===== src/rtl/sdram_port_arbiter.sv =====
// Two-master round-robin arbiter for the SDRAM controller Avalon-MM port.
// Define SDRAM_ARB_FIXED_PRIO_EN for fixed M0-over-M1 priority.
module sdram_port_arbiter #(
    parameter int  ADDR_W      = 24,
    parameter int  DATA_W      = 16,
    parameter int  MAX_PENDING = 8,
    localparam int BE_W        = DATA_W / 8
) (
    input  logic              clk,
    input  logic              reset_n,
    input  logic [ADDR_W-1:0] m0_address,
    input  logic              m0_read,
    input  logic              m0_write,
    input  logic [DATA_W-1:0] m0_writedata,
    input  logic [BE_W-1:0]   m0_byteenable,
    output logic              m0_waitrequest,
    output logic [DATA_W-1:0] m0_readdata,
    output logic              m0_readdatavalid,
    input  logic [ADDR_W-1:0] m1_address,
    input  logic              m1_read,
    input  logic              m1_write,
    input  logic [DATA_W-1:0] m1_writedata,
    input  logic [BE_W-1:0]   m1_byteenable,
    output logic              m1_waitrequest,
    output logic [DATA_W-1:0] m1_readdata,
    output logic              m1_readdatavalid,
    output logic [ADDR_W-1:0] s_address,
    output logic              s_read,
    output logic              s_write,
    output logic [DATA_W-1:0] s_writedata,
    output logic [BE_W-1:0]   s_byteenable,
    input  logic              s_waitrequest,
    input  logic [DATA_W-1:0] s_readdata,
    input  logic              s_readdatavalid,
    output logic              rd_err
);
    localparam int PW = $clog2(MAX_PENDING);

    typedef enum logic [1:0] {
        G_NONE = 2'd0,
        G_M0   = 2'd1,
        G_M1   = 2'd2
    } gnt_t;

    gnt_t gnt, pick, gnt_nxt;
    logic last;
    logic [MAX_PENDING-1:0] tag_mem;
    logic [PW-1:0] wr_ptr, rd_ptr;
    logic [PW:0] count;
    logic req0, req1, sel0, sel1;
    logic g_read, g_write, g_req;
    logic empty, tag_full, head;
    logic accept, push, pop, rearb, other_idle;

    assign req0     = m0_read | m0_write;
    assign req1     = m1_read | m1_write;
    assign sel0     = (gnt == G_M0);
    assign sel1     = (gnt == G_M1);
    assign g_read   = (sel0 & m0_read) | (sel1 & m1_read);
    assign g_write  = (sel0 & m0_write) | (sel1 & m1_write);
    assign g_req    = g_read | g_write;
    assign empty    = (count == '0);
    assign tag_full = (count == (PW+1)'(MAX_PENDING));
    assign head     = tag_mem[rd_ptr];

    assign s_read  = g_read & ~tag_full;
    assign s_write = g_write;

    always_comb begin
        s_address    = m0_address;
        s_writedata  = m0_writedata;
        s_byteenable = m0_byteenable;
        if (sel1) begin
            s_address    = m1_address;
            s_writedata  = m1_writedata;
            s_byteenable = m1_byteenable;
        end
    end

    assign accept = (s_read | s_write) & ~s_waitrequest;
    assign push   = accept & s_read;
    assign pop    = s_readdatavalid & ~empty;

    assign m0_waitrequest = ~sel0 | s_waitrequest | (m0_read & tag_full);
    assign m1_waitrequest = ~sel1 | s_waitrequest | (m1_read & tag_full);

    assign m0_readdata      = s_readdata;
    assign m1_readdata      = s_readdata;
    assign m0_readdatavalid = pop & ~head;
    assign m1_readdatavalid = pop & head;

    // A read held off by a full tag FIFO is not on the bus, so the grant may move.
    assign rearb      = (gnt == G_NONE) | ~g_req | accept | (g_read & tag_full);
    assign other_idle = sel0 ? ~req1 : ~req0;

`ifdef SDRAM_ARB_FIXED_PRIO_EN
    always_comb begin
        pick = G_NONE;
        if (req0)      pick = G_M0;
        else if (req1) pick = G_M1;
    end
`else
    logic last_eff;
    assign last_eff = accept ? sel1 : last;

    always_comb begin
        pick = G_NONE;
        if (last_eff) begin
            if (req0)      pick = G_M0;
            else if (req1) pick = G_M1;
        end else begin
            if (req1)      pick = G_M1;
            else if (req0) pick = G_M0;
        end
    end
`endif

    always_comb begin
        gnt_nxt = gnt;
        if (rearb) gnt_nxt = (accept & other_idle) ? gnt : pick;
    end

    always_ff @(posedge clk or negedge reset_n) begin
        if (!reset_n) begin
            gnt     <= G_NONE;
            last    <= 1'b1;
            tag_mem <= '0;
            wr_ptr  <= '0;
            rd_ptr  <= '0;
            count   <= '0;
            rd_err  <= 1'b0;
        end else begin
            gnt <= gnt_nxt;
            if (accept) last <= sel1;
            if (push) begin
                tag_mem[wr_ptr] <= sel1;
                wr_ptr          <= wr_ptr + 1'b1;
            end
            if (pop) rd_ptr <= rd_ptr + 1'b1;
            unique case ({push, pop})
                2'b10:   count <= count + 1'b1;
                2'b01:   count <= count - 1'b1;
                default: count <= count;
            endcase
            if (s_readdatavalid & empty) rd_err <= 1'b1;
        end
    end
endmodule

===== config.mk =====
export PLATFORM = sky130hd
export DESIGN_NAME = sdram_port_arbiter
export DESIGN_NICKNAME = d
export VERILOG_FILES = /design/src/rtl/sdram_port_arbiter.sv
export SDC_FILE = /design/constraint.sdc
export NUM_CORES = 1
export LEC_CHECK = 0
export CAP_MARGIN = 40
export CELL_PAD_IN_SITES_DETAIL_PLACEMENT = 0
export CELL_PAD_IN_SITES_GLOBAL_PLACEMENT = 1
export CORE_UTILIZATION = 18
export CTS_BUF_LIST = sky130_fd_sc_hd__clkbuf_4 sky130_fd_sc_hd__clkbuf_8
export CTS_CLUSTER_DIAMETER = 150
export CTS_CLUSTER_SIZE = 28
export DETAILED_ROUTE_END_ITERATION = 6
export PLACE_DENSITY_LB_ADDON = 0.1
export SLEW_MARGIN = 40
export SYNTH_ARGS = -nofsm -noshare
export SYNTH_HDL_FRONTEND = slang
export SYNTH_SLANG_ARGS = --single-unit
export TNS_END_PERCENT = 10

===== constraint.sdc =====
create_clock -name clk -period 2.2 [get_ports clk]
set_input_delay 0.44 -clock clk [delete_from_list [all_inputs] [get_ports clk]]
set_output_delay 0.44 -clock clk [all_outputs]
set_load 0.005 [all_outputs]

==> results of run 1 <==
==> report_power, final <==
part           internal (mW)  leakage, nW  switching, mW
Clock                  0.243       0.0357          0.139
Sequential             0.607        0.265          0.183
Combinational           1.77         1.57           1.33
Total                   2.62         1.87           1.65
==> layer usage <==
layer	GRT usage [%]	vias up	wire length [um]
met5	0	-	0
met4	2.22	0	44
met3	4.00	7	653
met2	18.0	97	3130
met1	12.8	991	2600
li1	-	1154	-
==> worst paths after layout <==
kind	depth (start not counted)	from	end	slack, ns
max in group asynchronous	2	reset_n	last$_DFF_PN1_	1.40
max	11	count[1]$_DFFE_PN0P_	count[2]$_DFFE_PN0P_	0.01
min reg2reg	1	rd_err$_DFFE_PN0P_	rd_err$_DFFE_PN0P_	0.46
min	1	rd_err$_DFFE_PN0P_	rd_err$_DFFE_PN0P_	0.46
max reg2reg	11	count[1]$_DFFE_PN0P_	count[2]$_DFFE_PN0P_	0.01
min in group asynchronous	2	reset_n	tag_mem[7]$_DFFE_PN0P_	0.52
==> worst max-delay path, stage by stage, from the launching register on <==
cell,delay (ns)
sky130_fd_sc_hd__dfrtp_2,0.45
sky130_fd_sc_hd__nor4_4,0.30
sky130_fd_sc_hd__buf_4,0.15
sky130_fd_sc_hd__nand2b_1,0.13
sky130_fd_sc_hd__inv_2,0.08
sky130_fd_sc_hd__ha_4,0.16
sky130_fd_sc_hd__xor2_1,0.15
sky130_fd_sc_hd__ha_2,0.19
sky130_fd_sc_hd__a21oi_2,0.11
sky130_fd_sc_hd__xor2_1,0.14
sky130_fd_sc_hd__nor2_1,0.06
sky130_fd_sc_hd__xor2_1,0.15
==> area by class of cell <==
class | count | area (um^2)
multi-input combinational | 213 | 1280
timing repair buffer | 181 | 1730
clock buffer | 3 | 41.3
clock inverter | 1 | 30.0
sequential | 22 | 556
fill | 1187 | 7210
tap | 140 | 175
inverter | 3 | 11.3
==> sequential cells by signal, indices dropped and copies added, names as in the netlist <==
register	count
count	4
rd_err	1
rd_ptr	3
tag_mem	8
last	1
wr_ptr	3
gnt	2
==> per-stage QoR <==
| stage | hold slack (ns) | instances | worst slack [ns] | total power [mW] |
|---|---|---|---|---|
| global route | 0.508 | 563 | -0.121 | 4.71 |
| global placement | 0.443 | 549 | -0.363 | 3.92 |
| detailed placement | 0.450 | 549 | -0.346 | 3.87 |
| floorplan | 0.144 | 282 | 0.0100 | 2.23 |
| finish | 0.460 | 563 | 0.0135 | 4.27 |
| CTS | 0.469 | 560 | -0.00441 | 4.26 |
==> cells in the final DEF, fill, tap and decap left out, types with 2 or more instances in the layout <==
cell / instances
sky130_fd_sc_hd__nor2_1: 5
sky130_fd_sc_hd__buf_6: 2
sky130_fd_sc_hd__buf_2: 2
sky130_fd_sc_hd__a211o_1: 3
sky130_fd_sc_hd__inv_2: 2
sky130_fd_sc_hd__mux4_2: 2
sky130_fd_sc_hd__mux2_4: 2
sky130_fd_sc_hd__a21oi_2: 2
sky130_fd_sc_hd__nand3_1: 3
sky130_fd_sc_hd__nand2_2: 6
sky130_fd_sc_hd__a211oi_1: 2
sky130_fd_sc_hd__mux2_2: 3
sky130_fd_sc_hd__clkbuf_8: 3
sky130_fd_sc_hd__and2b_2: 2
sky130_fd_sc_hd__mux2_1: 3
sky130_fd_sc_hd__o21ai_0: 4
sky130_fd_sc_hd__ha_1: 3
sky130_fd_sc_hd__clkdlybuf4s50_1: 90
sky130_fd_sc_hd__xor2_1: 5
sky130_fd_sc_hd__nand2_1: 133
sky130_fd_sc_hd__nand3b_1: 2
sky130_fd_sc_hd__clkdlybuf4s15_1: 6
sky130_fd_sc_hd__xnor2_1: 4
sky130_fd_sc_hd__dlymetal6s2s_1: 2
sky130_fd_sc_hd__dfrtp_1: 18
sky130_fd_sc_hd__mux2i_1: 3
sky130_fd_sc_hd__dfrtp_2: 3
sky130_fd_sc_hd__nand3b_4: 2
sky130_fd_sc_hd__nor2b_1: 2
sky130_fd_sc_hd__buf_4: 34
sky130_fd_sc_hd__buf_12: 4
sky130_fd_sc_hd__dlygate4sd2_1: 39
==> logic make-up after synthesis <==
kind of cell    after synthesis  share of synthesized area [%]
fa+ha+maj                     5                           3.03
buf+inv                      47                           14.6
simple gates                168                           36.2
compound gates               18                           7.33
flops                        22                           26.7
mux                          13                           8.35
xor+xnor                      9                           3.81
==> repair_timing <==
item	4_1_cts	5_1_grt
pin swaps	4	6
resized for setup	61	21
endpoints found under the hold margin	0	0
buffers inserted	6	4
setup endpoints to repair	49	19
gates cloned	1	0
==> run metrics, run 1 <==
final design area excluding fillers 3820 um^2; net count of the mapped netlist between 300 and 400; path category of the worst min-delay check reg2reg; post-layout minimum cycle time ~2.2 ns; count of nets after finishing around 540; transition time of the tightest slew-check pin 0.359 ns; gr usage total 10.7%; clock network latency to the later pin of the worst-skew pair 0.26 ns; half-perimeter wire length of the detailed placement result 4880 um; Die H between 100 and 150 um; post-synthesis async set-or-reset flop share 100%; unrepaired setup endpoints after global routing yes; clock tree skew after final layout roughly 0.0031 ns; instance area after placement 3640 um^2; residual DRC count 0; weighted congestion reported at the end of routability-driven placement approximately 0.67; number of antenna violations at the first check in global routing 0; First-pass DRT Iterations 3; Tcrit/Tclk final between 90 and 100%; yosys warns 0; number of I/O port buffers 140; biggest area consumer among synthesized cells sky130_fd_sc_hd__dfrtp_1; Final setup violation count 0; TritonCTS clock tree done; setup TNS 0 ns; ratio of routed vias to standard cells approximately 4.0; synthesized area per cell approximately 7.3 um^2; detailed-route via count around 2200; ant diodes 0; flip-flop and latch count after synthesis 22; Synth area leaders sky130_fd_sc_hd__dfrtp_1 25%, sky130_fd_sc_hd__nand2_1 25%, sky130_fd_sc_hd__buf_4 12%; Placeable Area approximately 11000 um^2; post-layout util between 30 and 40%; endpoint required time on the critical path between 2 and 2.5 ns; fmax 0.457 GHz; result of the run complete, no violations; first-pass GRT wire length approximately 10000 um; Die Footprint ~12000 um^2; deepest level of the CTS H-tree 1; kind of start point of the critical path register; Remaining Overflow, GRT 0; hold violation count in the final report 0; pins over their slew limit 0; count of distinct cell types in the synthesized netlist between 40 and 50; post-synthesis instance area about 2100 um^2; vias in the first global route between 2000 and 2500; number of placement rows 38; routed len/inst around 11 um; largest driver fanout on the critical path 4; clock-pin transition on the worst setup and hold timing paths approximately 0.08 ns; synthesis-to-layout area growth 84.9%; violation count after the first detailed-route iteration 84; dominant cell by count in the synthesized netlist sky130_fd_sc_hd__nand2_1; initial core utilization 18.7%; Max Root-Sink Buffers 2; prevailing post-synth register cell sky130_fd_sc_hd__dfrtp_1; data arrival time of the critical path between 2 and 2.5 ns; synthesized instance count approximately 280; number of synthesized flops with an enable pin 0; kind of critical path reg2reg; power density over the cells between 1000 and 1500 nW/um^2; Post-CTS Hold Fix Bufs 0; register area share after synthesis approximately a quarter; number of ports placed on the die boundary 189; clock buffer count from CTS 3; proportion of layout cells with a drive suffix above 1 between 10% and 20%; max-cap violations 0; Yosys top cell area share 25.4%; routed wire length between 6000 and 7000 um; width of the chip 109 um; top cells by instance count after synthesis 139 x sky130_fd_sc_hd__nand2_1, 33 x sky130_fd_sc_hd__buf_4, 21 x sky130_fd_sc_hd__dfrtp_1, 8 x sky130_fd_sc_hd__clkbuf_1; clock root buffer master sky130_fd_sc_hd__clkbuf_8; number of sinks driven by the clock tree 22; worst-case headroom to the max-slew limit roughly three quarters; IR drop worst, VDD ~0.47 mV; kind of end point of the critical path register; Post-DRT Antenna Nets 0; maximum number of pins on one net before global-route repair 30; Static Leak between 1.5 and 2 nW
(Power assumes the default switching activity.)
==> inputs of run 2 (changes only) <==
- CORE_UTILIZATION: 18 -> 35
- DONT_BUFFER_PORTS: default -> 1
- REMOVE_ABC_BUFFERS: default -> 1
==> run 2 against run 1 <==
Clock-buffer cell count is the same. Hold slack lost 0.33 ns. Critical path type is now reg2out. Combinational power shrank 39%. Final cell count shrank 41%. Flip-flop and latch count is the same. Largest power group unchanged. Critical endpoint is now s_address[6]. Utilization grew 3.8 points.
==> run metrics, run 2 (synthesis results as in run 1) <==
result of the run complete, no violations (unchanged); number of ports placed on the die boundary 189 (unchanged); number of sinks driven by the clock tree 22 (unchanged); setup TNS 0 ns (unchanged); endpoint required time on the critical path 1.76 ns (was 2.36 ns); Static Leak 1.09 nW (was 1.87 nW); hold violation count in the final report 0 (unchanged); worst-case headroom to the max-slew limit 66.3% (was 76.1%); Top reg by flops tag_mem (unchanged); clock tree skew after final layout 0.00122 ns (was 0.00312 ns); max-cap violations 0 (unchanged); Remaining Overflow, GRT 0 (unchanged); dpl cells 326 (was 549); deepest level of the CTS H-tree 1 (unchanged); largest registers tag_mem x8, count x4 (unchanged); clock root buffer master sky130_fd_sc_hd__clkbuf_8 (unchanged); initial core utilization 36.9% (was 18.7%); half-perimeter wire length of the detailed placement result 3990 um (was 4880 um); gr usage total 15.4% (was 10.7%); largest driver fanout on the critical path 44 (was 4); violation count after the first detailed-route iteration 52 (was 84); First-pass DRT Iterations 4 (was 3); post-layout minimum cycle time 2.08 ns (was 2.19 ns); number of placement rows 27 (was 38); weighted congestion reported at the end of routability-driven placement 0.739 (was 0.665); kind of critical path reg2out (was reg2reg); maximum number of pins on one net before global-route repair 46 (was 30); path category of the worst min-delay check in2async (was reg2reg); Max Root-Sink Buffers 2 (unchanged); routed len/inst 15.6 um (was 11.4 um); detailed-route via count 1701 (was 2249); pins over their slew limit 0 (unchanged); Die H 78.9 um (was 109 um); Placeable Area 5610 um^2 (was 11000 um^2); top library cells by usage in the layout, fill and taps aside 139 x sky130_fd_sc_hd__nand2_1, 19 x sky130_fd_sc_hd__dfrtp_1, 16 x sky130_fd_sc_hd__buf_4 (was 133 x sky130_fd_sc_hd__nand2_1, 90 x sky130_fd_sc_hd__clkdlybuf4s50_1, 39 x sky130_fd_sc_hd__dlygate4sd2_1); flop2flop setup slack 0.13 ns (was 0.01 ns); routed wire length 5180 um (was 6430 um); fmax 0.481 GHz (was 0.457 GHz); proportion of layout cells with a drive suffix above 1 19.5% (was 19.4%); clock-pin transition on the worst setup and hold timing paths 0.08 ns (about the same); min setup slack post-route 0.119 ns (was 0.0135 ns); ratio of routed vias to standard cells 5.11 (was 3.99); first-pass GRT wire length 7450 um (was 10000 um); clock network latency to the later pin of the worst-skew pair 0.26 ns (about the same); kind of start point of the critical path register (unchanged); width of the chip 78.9 um (was 109 um); number of I/O port buffers 0 (was 140); number of standard cells in the layout, taps in and fillers out 333 (was 563); kind of end point of the critical path output port (was register); TritonCTS clock tree done (unchanged); residual DRC count 0 (unchanged); count of nets after finishing 375 (was 537); post-layout util 38.5% (was 34.6%); ant diodes 0 (unchanged); clock buffer count from CTS 3 (unchanged); Die Footprint 6220 um^2 (was 11900 um^2); Tcrit/Tclk final 94.6% (was 99.4%); worst setup slack after placement -0.0482 ns (was -0.346 ns); transition time of the tightest slew-check pin 0.505 ns (was 0.359 ns); Post-DRT Antenna Nets 0 (unchanged); max FFs per register 8 (unchanged); number of antenna violations at the first check in global routing 0 (unchanged); power density over the cells 1440 nW/um^2 (was 1120 nW/um^2); synthesis-to-layout area growth 4.42% (was 84.9%); Final setup violation count 0 (unchanged); most frequent standard cell in the layout excluding fill and tap cells sky130_fd_sc_hd__nand2_1 (unchanged); data arrival time of the critical path 1.64 ns (was 2.34 ns); IR drop worst, VDD 0.691 mV (was 0.466 mV); vias in the first global route 1436 (was 2144)
[run 2: changes by cell type in the layout (fill, tap and decap cells not counted), sizes merged]
cell / previous run / this run
clkbuf: 4 / 3
clkdlybuf4s15: 6 / 0
clkdlybuf4s50: 90 / 0
dlygate4sd2: 39 / 0
dlymetal6s2s: 2 / 0
buf: 43 / 19
[run 2: layer usage]
layer | vias up | GRT usage, % | wire [um]
li1 | 829 | - | -
met1 | 765 | 21.0 | 2210
met2 | 104 | 22.8 | 2450
met3 | 3 | 6.78 | 499
met4 | 0 | 2.73 | 21
met5 | - | 0 | 0
[run 2: path summary, 6_finish.rpt]
check	cells after the start	end	from
worst max-delay path	5	s_address[6]	gnt[0]$_DFFE_PN0P_
worst min-delay path	1	wr_ptr[1]$_DFFE_PN0P_	reset_n
worst max register to register	10	count[2]$_DFFE_PN0P_	gnt[1]$_DFFE_PN0P_
worst min register to register	2	tag_mem[5]$_DFFE_PN0P_	tag_mem[5]$_DFFE_PN0P_
max in group asynchronous	1	count[1]$_DFFE_PN0P_	reset_n
min in group clk	1	rd_err$_DFFE_PN0P_	s_readdatavalid
[run 2: area by class of cell]
class / instances / area, um^2
multi-input cells: 213 / 1270
repair buffers: 19 / 165
fillers: 611 / 3450
clock buffers: 3 / 41.3
clock inverters: 1 / 30.0
well taps: 72 / 90.1
flip-flops and latches: 22 / 554
inverters: 3 / 11.3
[run 2: through the flow]
step           power [mW]  area [um^2]  hold WS [ns]
6_report             3.10         2160         0.135
5_1_grt              3.43         2160         0.158
4_1_cts              3.06         2100         0.276
3_5_place_dp         2.64         2010         0.145
3_3_place_gp         2.66         2010         0.145
2_1_floorplan        2.09         1780         0.144
[run 2: worst max-delay path, stage by stage (launching register included)]
cell and delay, ns:
sky130_fd_sc_hd__dfrtp_1 0.42, sky130_fd_sc_hd__buf_4 0.16, sky130_fd_sc_hd__and2b_1 0.34, sky130_fd_sc_hd__buf_12 0.24
sky130_fd_sc_hd__nand2_1 0.11, sky130_fd_sc_hd__nand2_1 0.08
[run 2: timing repair]
action / CTS / global route
buffers inserted: 0 / 2
resized for setup: 1 / 12
setup endpoints to repair: 2 / 2
pin swaps: 1 / 4
hold buffers: 1 / 0
hold endpoints to repair: 22 / 0
[run 2: power by group]
part | internal, mW | switching, mW | leakage (nW)
registers | 0.605 | 0.219 | 0.266
clock network | 0.243 | 0.137 | 0.0357
logic | 0.865 | 1.03 | 0.785
==> inputs of run 3 (changes only) <==
- CELL_PAD_IN_SITES_DETAIL_PLACEMENT: 0 -> default
- CELL_PAD_IN_SITES_GLOBAL_PLACEMENT: 1 -> default
- CORE_ASPECT_RATIO: default -> 1.75
- PLACE_DENSITY_LB_ADDON: 0.1 -> default
==> run 3 against run 2 <==
Hold slack worse by 0.015 ns. Cell area fell by 0.70%. Total power hardly changed. Die area is 0.19% higher. Utilization is 0.42 points lower. Setup slack got worse by 0.038 ns. Clock-buffer cell count up 1. Sequential power down 2%. Critical endpoint is now count[2]$_DFFE_PN0P_.
==> run metrics, run 3 (synthesis results as in run 1) <==
vias in the first global route 1740 (was 1436); maximum number of pins on one net before global-route repair 49 (was 46); global-route met3 utilization 21.2% (was 6.78%); proportion of layout cells with a drive suffix above 1 18.3% (was 19.5%); gr usage total 26.3% (was 15.4%); endpoint required time on the critical path 2.35 ns (was 1.76 ns); worst-case headroom to the max-slew limit 67.2% (was 66.3%); TritonCTS clock tree done (unchanged); number of sinks driven by the clock tree 22 (unchanged); count of nets after finishing 376 (was 375); Placeable Area 5630 um^2 (was 5610 um^2); synthesis-to-layout area growth 3.69% (was 4.42%); residual DRC count 0 (unchanged); detailed-route via count 1830 (was 1701); master of the slowest instance on the critical path sky130_fd_sc_hd__dfrtp_1 (unchanged); routed len/inst 24.0 um (was 15.6 um); transition time of the tightest slew-check pin 0.492 ns (was 0.505 ns); highest cell delay on the worst timing path 0.44 ns (was 0.42 ns); clock-pin transition on the worst setup and hold timing paths 0.08 ns (about the same); GR Util met2 47.1% (was 22.8%); layer with the highest usage after global routing met2 (unchanged); clock tree skew after final layout 0.00510 ns (was 0.00122 ns); most prevalent standard cell on the critical path sky130_fd_sc_hd__xor2_1 (was sky130_fd_sc_hd__nand2_1); largest registers tag_mem x8, count x4 (unchanged); power density over the cells 1450 nW/um^2 (was 1440 nW/um^2); largest driver fanout on the critical path 3 (was 44); First-pass DRT Iterations 4 (unchanged); ant diodes 0 (unchanged); max-cap violations 0 (unchanged); Top reg by flops tag_mem (unchanged); half-perimeter wire length of the detailed placement result 6990 um (was 3990 um); Die Footprint 6230 um^2 (was 6220 um^2); number of ports placed on the die boundary 189 (unchanged); max FFs per register 8 (unchanged); weighted congestion reported at the end of routability-driven placement 0.847 (was 0.739); crit path from count[1]$_DFFE_PN0P_ (was gnt[0]$_DFFE_PN0P_); Static Leak 1.10 nW (was 1.09 nW); deepest level of the CTS H-tree 1 (unchanged); Post-DRT Antenna Nets 0 (unchanged); capturing instance or port of the critical path count[2]$_DFFE_PN0P_ (was s_address[6]); flop2flop setup slack 0.08 ns (was 0.13 ns); result of the run complete, no violations (unchanged); Die H 104 um (was 78.9 um); data arrival time of the critical path 2.27 ns (was 1.64 ns); pins over their slew limit 0 (unchanged); ratio of routed vias to standard cells 5.41 (was 5.11); met1 demand-to-capacity share in global routing 19.3% (was 21.0%); number of antenna violations at the first check in global routing 0 (unchanged); routed wire length 8100 um (was 5180 um); Max Root-Sink Buffers 2 (unchanged); number of cell instances on the worst register-to-register path 10 (unchanged); clock root buffer master sky130_fd_sc_hd__clkbuf_8 (unchanged); path category of the worst min-delay check in2async (unchanged); startpoint of the lowest-slack register-to-register path count[1]$_DFFE_PN0P_ (was gnt[1]$_DFFE_PN0P_); cells along the critical path nor4_2, nand2b_4, inv_2, ha_4, xor2_1, ha_1, a21oi_2, xor2_1, nor2_1, xor2_1 (was buf_4, and2b_1, buf_12, nand2_1, nand2_1); clock buffer count from CTS 3 (unchanged); top library cells by usage in the layout, fill and taps aside 139 x sky130_fd_sc_hd__nand2_1, 21 x sky130_fd_sc_hd__dfrtp_1, 17 x sky130_fd_sc_hd__buf_4 (was 139 x sky130_fd_sc_hd__nand2_1, 19 x sky130_fd_sc_hd__dfrtp_1, 16 x sky130_fd_sc_hd__buf_4); min setup slack post-route 0.0814 ns (was 0.119 ns); post-layout minimum cycle time 2.12 ns (was 2.08 ns); kind of end point of the critical path register (was output port); violation count after the first detailed-route iteration 56 (was 52); number of I/O port buffers 0 (unchanged); reg-to-reg critical path endpoint count[2]$_DFFE_PN0P_ (unchanged); number of placement rows 36 (was 27); worst setup slack after placement 0.00218 ns (was -0.0482 ns); Remaining Overflow, GRT 0 (unchanged); fmax 0.472 GHz (was 0.481 GHz); Tcrit/Tclk final 96.3% (was 94.6%); kind of critical path reg2reg (was reg2out); most frequent standard cell in the layout excluding fill and tap cells sky130_fd_sc_hd__nand2_1 (unchanged); fill cell count 587 (was 611); first-pass GRT wire length 11200 um (was 7450 um); initial core utilization 36.7% (was 36.9%); width of the chip 60.1 um (was 78.9 um); Final setup violation count 0 (unchanged); Overall Power 3.11 mW (was 3.10 mW); IR drop worst, VDD 0.813 mV (was 0.691 mV); kind of start point of the critical path register (unchanged); hold violation count in the final report 0 (unchanged); clock network latency to the later pin of the worst-skew pair 0.27 ns (was 0.26 ns)
## run 3: critical path, delay by kind of cell, from the launching register on
family	cells	cell delay [ns]
AOI/OAI and AO/OA	1	0.12
xor gates and xnor gates	3	0.45
adders and majority gates	2	0.34
buffers and inverters	1	0.05
DFF	1	0.44
and+or+nand+nor	3	0.60
## run 3: per-layer routing
| layer | vias to the layer above | wire (um) | share of wire [%] |
|---|---|---|---|
| li1 | 831 | - | - |
| met1 | 818 | 2160 | 27 |
| met2 | 172 | 4240 | 52 |
| met3 | 9 | 1470 | 18 |
| met4 | 0 | 220 | 2.7 |
| met5 | - | 0 | 0 |
## run 3: worst min path at each step
stage,endpoint,from
floorplan,count[0]$_DFFE_PN0P_,reset_n
global placement,rd_err$_DFFE_PN0P_,reset_n
detailed placement,count[0]$_DFFE_PN0P_,reset_n
CTS,last$_DFF_PN1_,reset_n
global route,tag_mem[5]$_DFFE_PN0P_,reset_n
finish,count[2]$_DFFE_PN0P_,reset_n
## run 3: where the power goes
part           switching, mW  internal [mW]  leakage, nW  total [mW]
Clock                  0.139          0.160       0.0288       0.299
Sequential             0.206          0.602        0.268       0.808
Combinational           1.17          0.831        0.800        2.00
Total                   1.51           1.59         1.10        3.11
## run 3: through the flow
stage               util, %  setup TNS (ns)  area (um^2)  std cells  hold WS (ns)
floorplan                 -          -0.563         1780        238         0.144
global placement       35.2               0         1980        329         0.145
detailed placement     35.2               0         1980        329         0.145
CTS                    36.5               0         2060        335       0.00564
global route           38.1         -0.0465         2140        338         0.152
finish                 38.1               0         2140        338         0.119
## run 3: final cells by class
class | count | area [um^2] | share of cell area [%]
multi-input combinational | 213 | 1270 | 59.4
sequential | 22 | 552 | 25.7
timing repair buffer | 20 | 158 | 7.36
tap | 76 | 95.1 | 4.44
clock buffer | 4 | 55.1 | 2.57
inverter | 3 | 11.3 | 0.525
## run 3: timing repair
| action | CTS | global route |
|---|---|---|
| pin swaps | 0 | 6 |
| resized for setup | 0 | 14 |
| hold buffers | 1 | 1 |
| setup endpoints to repair | 1 | 37 |
| setup buffers | 1 | 2 |
| hold endpoints to repair | 21 | 1 |
